## config.mk

```make
export PLATFORM = sky130hd
export DESIGN_NAME = uart_program_loader
export DESIGN_NICKNAME = d
export VERILOG_FILES = /design/src/rtl/loader_pkg.sv /design/src/rtl/uart_byte_sender.sv /design/src/rtl/uart_program_loader.sv
export SDC_FILE = /design/constraint.sdc
export NUM_CORES = 1
export LEC_CHECK = 0
export ABC_CLOCK_PERIOD_IN_PS = 1900
export CELL_PAD_IN_SITES_DETAIL_PLACEMENT = 1
export CELL_PAD_IN_SITES_GLOBAL_PLACEMENT = 1
export CORE_ASPECT_RATIO = 0.75
export CORE_UTILIZATION = 40
export CTS_CLUSTER_DIAMETER = 150
export DETAILED_ROUTE_END_ITERATION = 6
export PLACE_DENSITY_LB_ADDON = 0.1
export SLEW_MARGIN = 20
export SYNTH_ARGS = -nofsm -noshare
export SYNTH_HDL_FRONTEND = slang
export SYNTH_SLANG_ARGS = --single-unit
```

## constraint.sdc

```tcl
create_clock -name clk -period 1.9 [get_ports clk]
set_input_delay 0.19 -clock clk [delete_from_list [all_inputs] [get_ports clk]]
set_output_delay 0.19 -clock clk [all_outputs]
set_load 0.03 [all_outputs]
```

## src/rtl/loader_pkg.sv

```systemverilog
// Shared types and constants for the UART program loader.
// The size header is enabled by defining LOADER_SIZE_HDR_EN.
package loader_pkg;

    typedef enum logic [2:0] {
        SEND_SYNC,
        RECV_SIZE,
        RECV_DATA,
        WAIT_TX,
        SEND_DONE,
        DONE,
        ERROR
    } loader_state_t;

    localparam logic [7:0] SYNC_READY = 8'h99;
    localparam logic [7:0] SYNC_DONE  = 8'hAA;
    localparam int         WORD_BYTES = 4;

    function automatic logic [31:0] capacity_bytes(input int addr_w);
        return 32'(WORD_BYTES) << addr_w;
    endfunction

endpackage

```

## src/rtl/uart_byte_sender.sv

```systemverilog
// Request/ack wrapper around UART_TX: one tx_start pulse per accepted
// request, followed by a guard cycle before tx_busy is honoured again.
module uart_byte_sender (
    input  logic       clk,
    input  logic       reset_n,
    input  logic       req,
    input  logic [7:0] data,
    input  logic       tx_busy,
    output logic       ack,
    output logic       idle,
    output logic [7:0] tx_sdata,
    output logic       tx_start
);

    logic guard;

    assign ack  = req & ~tx_busy & ~tx_start & ~guard;
    assign idle = ~tx_start & ~guard;

    always_ff @(posedge clk) begin
        if (!reset_n) begin
            tx_start <= 1'b0;
            tx_sdata <= 8'd0;
            guard    <= 1'b0;
        end else begin
            tx_start <= ack;
            guard    <= tx_start;
            if (ack) tx_sdata <= data;
        end
    end

endmodule

```

## src/rtl/uart_program_loader.sv

```systemverilog
// Boot-link loader: sends 0x99, streams program bytes into imem, sends 0xAA.
// Define LOADER_SIZE_HDR_EN to expect a 4-byte little-endian size header.
module uart_program_loader
    import loader_pkg::*;
#(
    parameter int IMEM_ADDR_W = 14,
    parameter int PROG_BYTES  = 128
) (
    input  logic                   clk,
    input  logic                   reset_n,
    input  logic [7:0]             rx_rdata,
    input  logic                   rx_rdata_ready,
    input  logic                   rx_ferr,
    output logic [7:0]             tx_sdata,
    output logic                   tx_start,
    input  logic                   tx_busy,
    output logic                   imem_we,
    output logic [IMEM_ADDR_W-1:0] imem_addr,
    output logic [31:0]            imem_wdata,
    output logic                   load_done,
    output logic                   load_err
);

    loader_state_t state, state_next;

    logic [31:0] cnt;
    logic [31:0] size;
    logic [31:0] wbuf;
    logic [31:0] word_next;
    logic [1:0]  lane;
    logic        take;
    logic        bad;
    logic        last;
    logic        req;
    logic        ack;
    logic        idle;
    logic        sent;
    logic [7:0]  req_data;

    assign take = rx_rdata_ready & ~rx_ferr;
    assign bad  = rx_rdata_ready & rx_ferr;
    assign lane = cnt[1:0];
    assign last = (cnt == size - 32'd1);

    // Lane 0 starts a fresh word so unfilled upper lanes read as zero.
    assign word_next = (lane == 2'd0) ? {24'd0, rx_rdata}
                     : wbuf | ({24'd0, rx_rdata} << {lane, 3'b000});

`ifdef LOADER_SIZE_HDR_EN
    localparam logic [31:0] CAPACITY = capacity_bytes(IMEM_ADDR_W);

    logic [31:0] size_next;

    assign size_next = {rx_rdata, size[31:8]};

    always_ff @(posedge clk) begin
        if (!reset_n) size <= 32'd0;
        else if (state == RECV_SIZE && take) size <= size_next;
    end
`else
    assign size = 32'(PROG_BYTES);
`endif

    always_ff @(posedge clk) begin
        if (!reset_n) state <= SEND_SYNC;
        else state <= state_next;
    end

    always_comb begin
        state_next = state;
        req        = 1'b0;
        req_data   = SYNC_READY;
        unique case (state)
            SEND_SYNC: begin
                req = 1'b1;
                if (ack) begin
`ifdef LOADER_SIZE_HDR_EN
                    state_next = RECV_SIZE;
`else
                    state_next = RECV_DATA;
`endif
                end
            end
            RECV_SIZE: begin
`ifdef LOADER_SIZE_HDR_EN
                if (bad) begin
                    state_next = ERROR;
                end else if (take && lane == 2'd3) begin
                    if (size_next == 32'd0) state_next = SEND_DONE;
                    else if (size_next > CAPACITY) state_next = ERROR;
                    else state_next = RECV_DATA;
                end
`endif
            end
            RECV_DATA: begin
                if (bad) state_next = ERROR;
                else if (take && last) state_next = WAIT_TX;
            end
            WAIT_TX: begin
                if (!tx_busy) state_next = SEND_DONE;
            end
            SEND_DONE: begin
                req      = ~sent;
                req_data = SYNC_DONE;
                if (sent && idle) state_next = DONE;
            end
            DONE:    state_next = DONE;
            ERROR:   state_next = ERROR;
            default: state_next = state;
        endcase
    end

    always_ff @(posedge clk) begin
        if (!reset_n) begin
            cnt        <= 32'd0;
            wbuf       <= 32'd0;
            sent       <= 1'b0;
            imem_we    <= 1'b0;
            imem_addr  <= '0;
            imem_wdata <= 32'd0;
        end else begin
            imem_we <= 1'b0;
            if (state == SEND_DONE && ack) sent <= 1'b1;
            if (state == RECV_SIZE && take) begin
                cnt <= (lane == 2'd3) ? 32'd0 : cnt + 32'd1;
            end
            if (state == RECV_DATA && take) begin
                cnt  <= cnt + 32'd1;
                wbuf <= word_next;
                if (lane == 2'd3 || last) begin
                    imem_we    <= 1'b1;
                    imem_addr  <= cnt[IMEM_ADDR_W+1:2];
                    imem_wdata <= word_next;
                end
            end
        end
    end

    assign load_done = (state == DONE);
    assign load_err  = (state == ERROR);

    uart_byte_sender u_sender (
        .clk      (clk),
        .reset_n  (reset_n),
        .req      (req),
        .data     (req_data),
        .tx_busy  (tx_busy),
        .ack      (ack),
        .idle     (idle),
        .tx_sdata (tx_sdata),
        .tx_start (tx_start)
    );

endmodule
```

==> metrics.yaml, run 1 <==
clock_tree:
  cts.clk_slew.worst_paths_ps: 50
  numClockSinks: 120
  cts_tree: "built"
  htree_levels: 4
  cts_setup_buffers: 0
  cts-root-buf: "clkbuf_16"
  clockBufferDepth: 2
  cts_buffers: 17
  insertion_delay_ps: 410
  cts.hold.buffers_added: 0
setup_path:
  reg2reg_depth: 5
  crit_type: "reg -> reg"
  crit_buf_inv: 0
  cp.depth: 5
  critPathMaxFanout: 7
  start_kind: "flop"
  cp.required_ps: 2190
  regToRegSetupSlack_ps: 110
  end_kind: "flop"
  cpLargestDelayFamily: "simple AND/OR/NAND/NOR gates"
  crit_chain: "ha_2, nand4_4, nor4_4, a31o_2, mux2i_1"
  critPathMaxStageDelay_ps: 450
  worstPathArrival_ps: 2080
  crit_path_top_delay_cell: "dfxtp_1"
hold_path:
  hp-class: "reg -> reg"
  whs_path_depth: 2
logic_synthesis:
  syn_inst: 654
  ys_ff_latch: 120
  synth_cell_types: 55
  synth_ff_type: "dfxtp_1"
  async_flop_share: 0
  synth-warning-count: 0
  avgSynthCellArea_um2: 8.00
  synth_edf_count: 0
  synth_area_um2: 5230
  synth-seq-area-share: 0.459
route:
  drtIter0Drc: 206
  postRouteAntennaNets: 0
  drc: 0
  drt_pass1_iterations: 5
  drt-wirelength-per-cell_um: 17.4
  wl_um: 15900
  viasPerCell: 5.41
  num_vias: 4950
status:
  status: "finished, final reports clean"
final_layout:
  diodes: 0
  final_util: 0.554
  post_route_cells_drive_above_1_share: 0.142
  multi_input_area_um2: 2590
  final.fill_count: 1523
  area_growth_syn_to_layout_pct: 32.7
  nets: 753
  regArea_um2: 2400
placement:
  place.gp.congestion: 0.812
  port_buffers: 68
  dp_hpwl_um: 10700
  dp_slack_ps: -138
timing:
  slew_headroom: 0.599
  setup_viol: 0
  min_period_ps: 1790
  rsz0062_at_grt: "false"
  final-hold-violation-count: 0
  final_max_slew_viol_count: 0
  fmax_mhz: 559
  worstMarginPinSlew_ps: 600
  skew_ps: 10.0
  setup_ws_ps: 110
  fin_crit_sh: 0.942
global_routing:
  grt_first_pass_wirelength_um: 26000
  grt_max_degree: 63
  antenna_found_initial: 0
  grt_overflow: 0
  grt_pass1_vias: 5007
  grt_usage: 0.247
power_and_ir_drop:
  irDropWorstVdd_mv: 0.604
  power.density_nw_per_um2: 1030
  p_leak_nw: 2.37
job:
  maxCapViolCount: 0
floorplan:
  die_y_um: 101
  floorplan.initialDensity: 0.418
  dieArea_um2: 13600
  die_w_um: 134
  boundaryPins: 71
  rows: 35
  core_um2: 12500
[layout by cell type (no fill, tap or decap), drive strengths merged, types with 2 or more instances in the layout]
cell type and instances:
nand2 123, dfxtp 120, a21oi 102, nor2 82, clkdlybuf4s50 66, buf 48, clkbuf 24, xnor2 20
nor3 20, a211oi 16, nor4 15, nor2b 11, nand4 11, o21ai 9, and2 9, inv 8
nand3 8, and4 6, and3 5, or3 4, clkinv 4, o211ai 3, a31oi 3, mux2i 3
bufinv 3, ha 3, conb 2, nor3b 2, xor2 2
[power by group]
group          leakage, nW  switching, mW  total, mW  internal, mW
logic                 1.10          0.683       1.09         0.409
clock network        0.305           1.14       3.36          2.22
registers            0.968         0.0911       2.70          2.61
total                 2.37           1.91       7.15          5.24
[stage by stage]
step                cells  setup TNS [ps]  instance area (um2)  power [mW]  hold WS, ps
floorplan             655               0                 5240        3.43          436
global placement      884            -420                 6290        3.74          441
detailed placement    884           -3270                 6290        3.78          448
CTS                   915               0                 6920        7.15          454
global route          915               0                 6940        7.40          469
finish                915               0                 6940        7.15          452
[path summary, 6_finish.rpt]
kind,startpoint,to
setup / recovery,cnt[0],cnt[26]
hold reg to reg,imem_wdata[22],imem_wdata[22]
hold / removal,imem_wdata[22],imem_wdata[22]
setup reg to reg,cnt[0],cnt[26]
[flip-flops by register name (all words and copies together) (netlist names), 3 cells and up]
register and count:
cnt 32, imem_addr 14, wbuf 32, state 3, imem_wdata 32, u_sender.tx_sdata 3
[cell usage after synthesis, types with 2 or more instances]
master    count  area [um2]
o211ai_1      3        22.5
ha_1          3        37.5
or3_1         4        25.0
buf_2        14        70.1
nor4_4        2        42.5
and2_1        7        43.8
a31oi_1       3        18.8
nor2b_1      11        68.8
a211oi_1     16         120
inv_1         7        26.3
nor2_1       81         304
nor3_1       20         100
nand4_2       2        25.0
and4_1        5        43.8
nand2_1     123         462
xor2_1        2        17.5
mux2i_1       3        30.0
clkbuf_1     28         105
and2_2        2        15.0
a21oi_1     102         510
nand4_4       2        42.5
xnor2_1      20         175
o21ai_0       8        40.0
nand3_1       8        40.0
nand4_1       7        43.8
dfxtp_1     120        2400
nor4_1       12        75.1
and3_1        5        31.3
buf_4         8        60.1
[cell families after synthesis]
| group | Yosys count | share of synthesized area |
|---|---|---|
| compound gates | 141 | 0.150 |
| xor+xnor | 22 | 0.0368 |
| fa+ha+maj | 3 | 0.00717 |
| buf+inv | 60 | 0.0538 |
| flops | 120 | 0.459 |
| mux | 4 | 0.00789 |
| other cells | 1 | 0.000717 |
| simple gates | 303 | 0.285 |
[worst register-to-register path, stage by stage (launching register included)]
cell     delay, ps
dfxtp_1        450
ha_2           350
nand4_4        200
nor4_4         410
a31o_2         200
mux2i_1         60
[layer usage]
layer,vias up,global-route usage,routed length [um]
li1,2388,-,-
met1,2417,0.327,7740
met2,134,0.404,7390
met3,11,0.0633,717
met4,0,0.0596,83
met5,-,0,0
[timing repair]
| action | 4_1_cts | 5_1_grt |
|---|---|---|
| gates resized for setup | 5 | 9 |
| pin swaps | 0 | 0 |
| endpoints found under the setup margin | 3 | 13 |
[cell type report]
cell class | count | area share
sequential | 120 | 0.346
clock buffer | 23 | 0.0717
clock inverter | 8 | 0.0169
inverter | 8 | 0.00432
multi-input combinational | 475 | 0.374
tap | 166 | 0.0299
timing repair buffer | 115 | 0.157
No activity file was read; power rests on OpenSTA's default activity.
==> inputs of run 2 (changes only) <==
--- a/config.mk
+++ b/config.mk
@@ -12,6 +12,7 @@
 export CORE_UTILIZATION = 40
 export CTS_CLUSTER_DIAMETER = 150
 export DETAILED_ROUTE_END_ITERATION = 6
+export GPL_ROUTABILITY_DRIVEN = 0
 export PLACE_DENSITY_LB_ADDON = 0.1
 export SLEW_MARGIN = 20
 export SYNTH_ARGS = -nofsm -noshare
==> results of run 2 <==
No change in the layout: final DEF, timing and power equal those of run 1.
==> inputs of run 3 (changes only) <==
--- a/config.mk
+++ b/config.mk
@@ -5,11 +5,11 @@
 export SDC_FILE = /design/constraint.sdc
 export NUM_CORES = 1
 export LEC_CHECK = 0
-export ABC_CLOCK_PERIOD_IN_PS = 1900
+export ABC_CLOCK_PERIOD_IN_PS = 2300
 export CELL_PAD_IN_SITES_DETAIL_PLACEMENT = 1
 export CELL_PAD_IN_SITES_GLOBAL_PLACEMENT = 1
 export CORE_ASPECT_RATIO = 0.75
-export CORE_UTILIZATION = 40
+export CORE_UTILIZATION = 44
 export CTS_CLUSTER_DIAMETER = 150
 export DETAILED_ROUTE_END_ITERATION = 6
 export GPL_ROUTABILITY_DRIVEN = 0
==> constraint.sdc (replaced) <==
create_clock -name clk -period 2.3 [get_ports clk]
set_input_delay 0.23 -clock clk [delete_from_list [all_inputs] [get_ports clk]]
set_output_delay 0.23 -clock clk [all_outputs]
set_load 0.03 [all_outputs]
==> metrics.yaml, run 3 (same netlist as run 1, synthesis figures left out) <==
setup_path:
  cpLargestDelayFamily: "buffers and inverters"
  regToRegSetupSlack_ps: 320  # +210 ps
  end_kind: "output port"
  crit_type: "reg -> out"
  reg2reg_depth: 7  # +2
  cp-startpoint: "state[0]"
  cp.depth: 3  # -2
  crit_buf_inv: 1  # +1
  cp.required_ps: 2070  # -120 ps
  critPathMaxFanout: 9  # +2
  reg2reg_from: "state[0]"
  rr_endpoint: "wbuf[30]"
  critPathMaxStageDelay_ps: 590  # +140 ps
  crit_chain: "and2b_2, and2_1, clkdlybuf4s50_1"
  worstPathArrival_ps: 1990  # -90 ps
  start_kind: "flop"
  crit_path_top_delay_cell: "clkdlybuf4s50_1"
final_layout:
  area_growth_syn_to_layout_pct: 26.2
  multi_input_area_um2: 2550  # -1.5%
  final.fill_count: 1407  # -7.6%
  diodes: 0  # unchanged
  final_common_cell: "nand2_1"
  final_cell_mix: "nand2_1, dfxtp_1, a21oi_1"
  regArea_um2: 2400  # about the same
  post_route_cells_drive_above_1_share: 0.0967  # -0.0448
  top_regs: "cnt (32), imem_wdata (32), wbuf (32)"
  nets: 728  # -3.3%
timing:
  worstMarginPinSlew_ps: 716  # +117 ps
  final-hold-violation-count: 0  # unchanged
  slew_headroom: 0.521  # -0.0781
  holdWs_ps: 455  # +2.59 ps
  fin_tns_setup_ps: 0  # unchanged
  setup_viol: 0  # unchanged
  skew_ps: 8.77  # -1.26 ps
  final_max_slew_viol_count: 0  # unchanged
  fin_crit_sh: 0.963
  rsz0062_at_grt: "false"
  min_period_ps: 2220
  fmax_mhz: 451
hold_path:
  whs_path_depth: 2  # unchanged
  holdCritStartpoint: "imem_wdata[20]"
  worst_hold_path.endpoint: "imem_wdata[20]"
  hp-class: "reg -> reg"
job:
  maxCapViolCount: 0  # unchanged
global_routing:
  grt_first_pass_wirelength_um: 24800  # -4.3%
  grtUsageMet3: 0.0534  # -0.00993
  grt_pass1_vias: 4860  # -2.9%
  antenna_found_initial: 0  # unchanged
  met2_usage: 0.405  # +0.000746
  grt_max_degree: 58  # -7.9%
  grt_overflow: 0  # unchanged
  grt.busiest_layer: "met2"
  grt_usage: 0.263  # +0.0157
  grt_util_met1: 0.369  # +0.0422
route:
  drt_pass1_iterations: 4  # -1
  postRouteAntennaNets: 0  # unchanged
  num_vias: 4864  # -1.7%
  drt-wirelength-per-cell_um: 17.1  # -1.9%
  viasPerCell: 5.49  # +1.5%
  wl_um: 15100  # -5.0%
  drtIter0Drc: 347  # +68%
  drc: 0  # unchanged
power_and_ir_drop:
  power.density_nw_per_um2: 825  # -20%
  irDropWorstVdd_mv: 0.530  # -12%
  p_leak_nw: 2.20  # -7.3%
  power_mw: 5.44  # -24%
clock_tree:
  htree_levels: 4  # unchanged
  clockBufferDepth: 2  # unchanged
  numClockSinks: 120  # unchanged
  cts_setup_buffers: 0  # unchanged
  insertion_delay_ps: 410  # about the same
  cts.clk_slew.worst_paths_ps: 50  # about the same
  cts-root-buf: "clkbuf_16"
  cts_tree: "built"
  cts_buffers: 17  # unchanged
  cts.hold.buffers_added: 0  # unchanged
floorplan:
  rows: 34  # -2.9%
  die_y_um: 96.5  # -4.6%
  dieArea_um2: 12300  # -8.9%
  floorplan.initialDensity: 0.452  # +0.0344
  boundaryPins: 71  # unchanged
  die_w_um: 128  # -4.6%
  core_um2: 11600  # -7.6%
placement:
  port_buffers: 68  # unchanged
  dp_hpwl_um: 10400  # -2.8%
status:
  status: "finished, final reports clean"
[run 3: cell count changes in the layout (fill, tap and decap cells not counted), moves of 2 or more]
cell             delta
buf_4              -22
buf_12              -3
clkbuf_8            -3
bufinv_16           -2
clkbuf_1            +2
clkdlybuf4s50_1     +2
clkinv_2            +2
nor4_1              +2
nor4_2              -2
[run 3: per-stage QoR]
step,setup slack (ps),std cells,area [um2],utilization
2_1_floorplan,541,655,5240,-
3_3_place_gp,231,855,6060,0.524
3_5_place_dp,160,855,6060,0.524
4_1_cts,43.4,886,6600,0.571
5_1_grt,17.5,886,6600,0.571
6_report,84.1,886,6600,0.571
[run 3: final cells by class]
cell class | count | share of cell area
Multi-Input combinational cell | 475 | 0.387
Clock inverter | 9 | 0.0116
Timing Repair Buffer | 90 | 0.132
Tap cell | 162 | 0.0307
Inverter | 8 | 0.00455
Sequential cell | 120 | 0.364
Clock buffer | 22 | 0.0703
[run 3: power by group]
| group | internal [mW] | switching [mW] | total [mW] |
|---|---|---|---|
| Combinational | 0.261 | 0.494 | 0.755 |
| Sequential | 2.16 | 0.0983 | 2.25 |
| Clock | 1.52 | 0.912 | 2.44 |
[run 3: tightest hold or removal path, cell delays in order, from the launching register on]
cell and delay [ps]:
dfxtp_1 300, nand2_1 50, a21oi_1 50
[run 3: worst max-delay path by stage]
stage | endpoint | slack [ps]
finish | load_err | 80
global route | load_err | 20
CTS | load_err | 40
detailed placement | cnt[16] | 160
global placement | cnt[16] | 230
floorplan | imem_addr[0] | 540
[run 3: repair_timing]
item / in CTS / in global routing
endpoints found under the setup margin: 2 / 1
hold endpoints to repair: 0 / 0
resized for setup: 2 / 1
[run 3: routing by layer]
metal	share of wire	wire length, um
met1	0.50	7490
met2	0.45	6790
met3	0.041	618
met4	0.015	224
met5	0	0
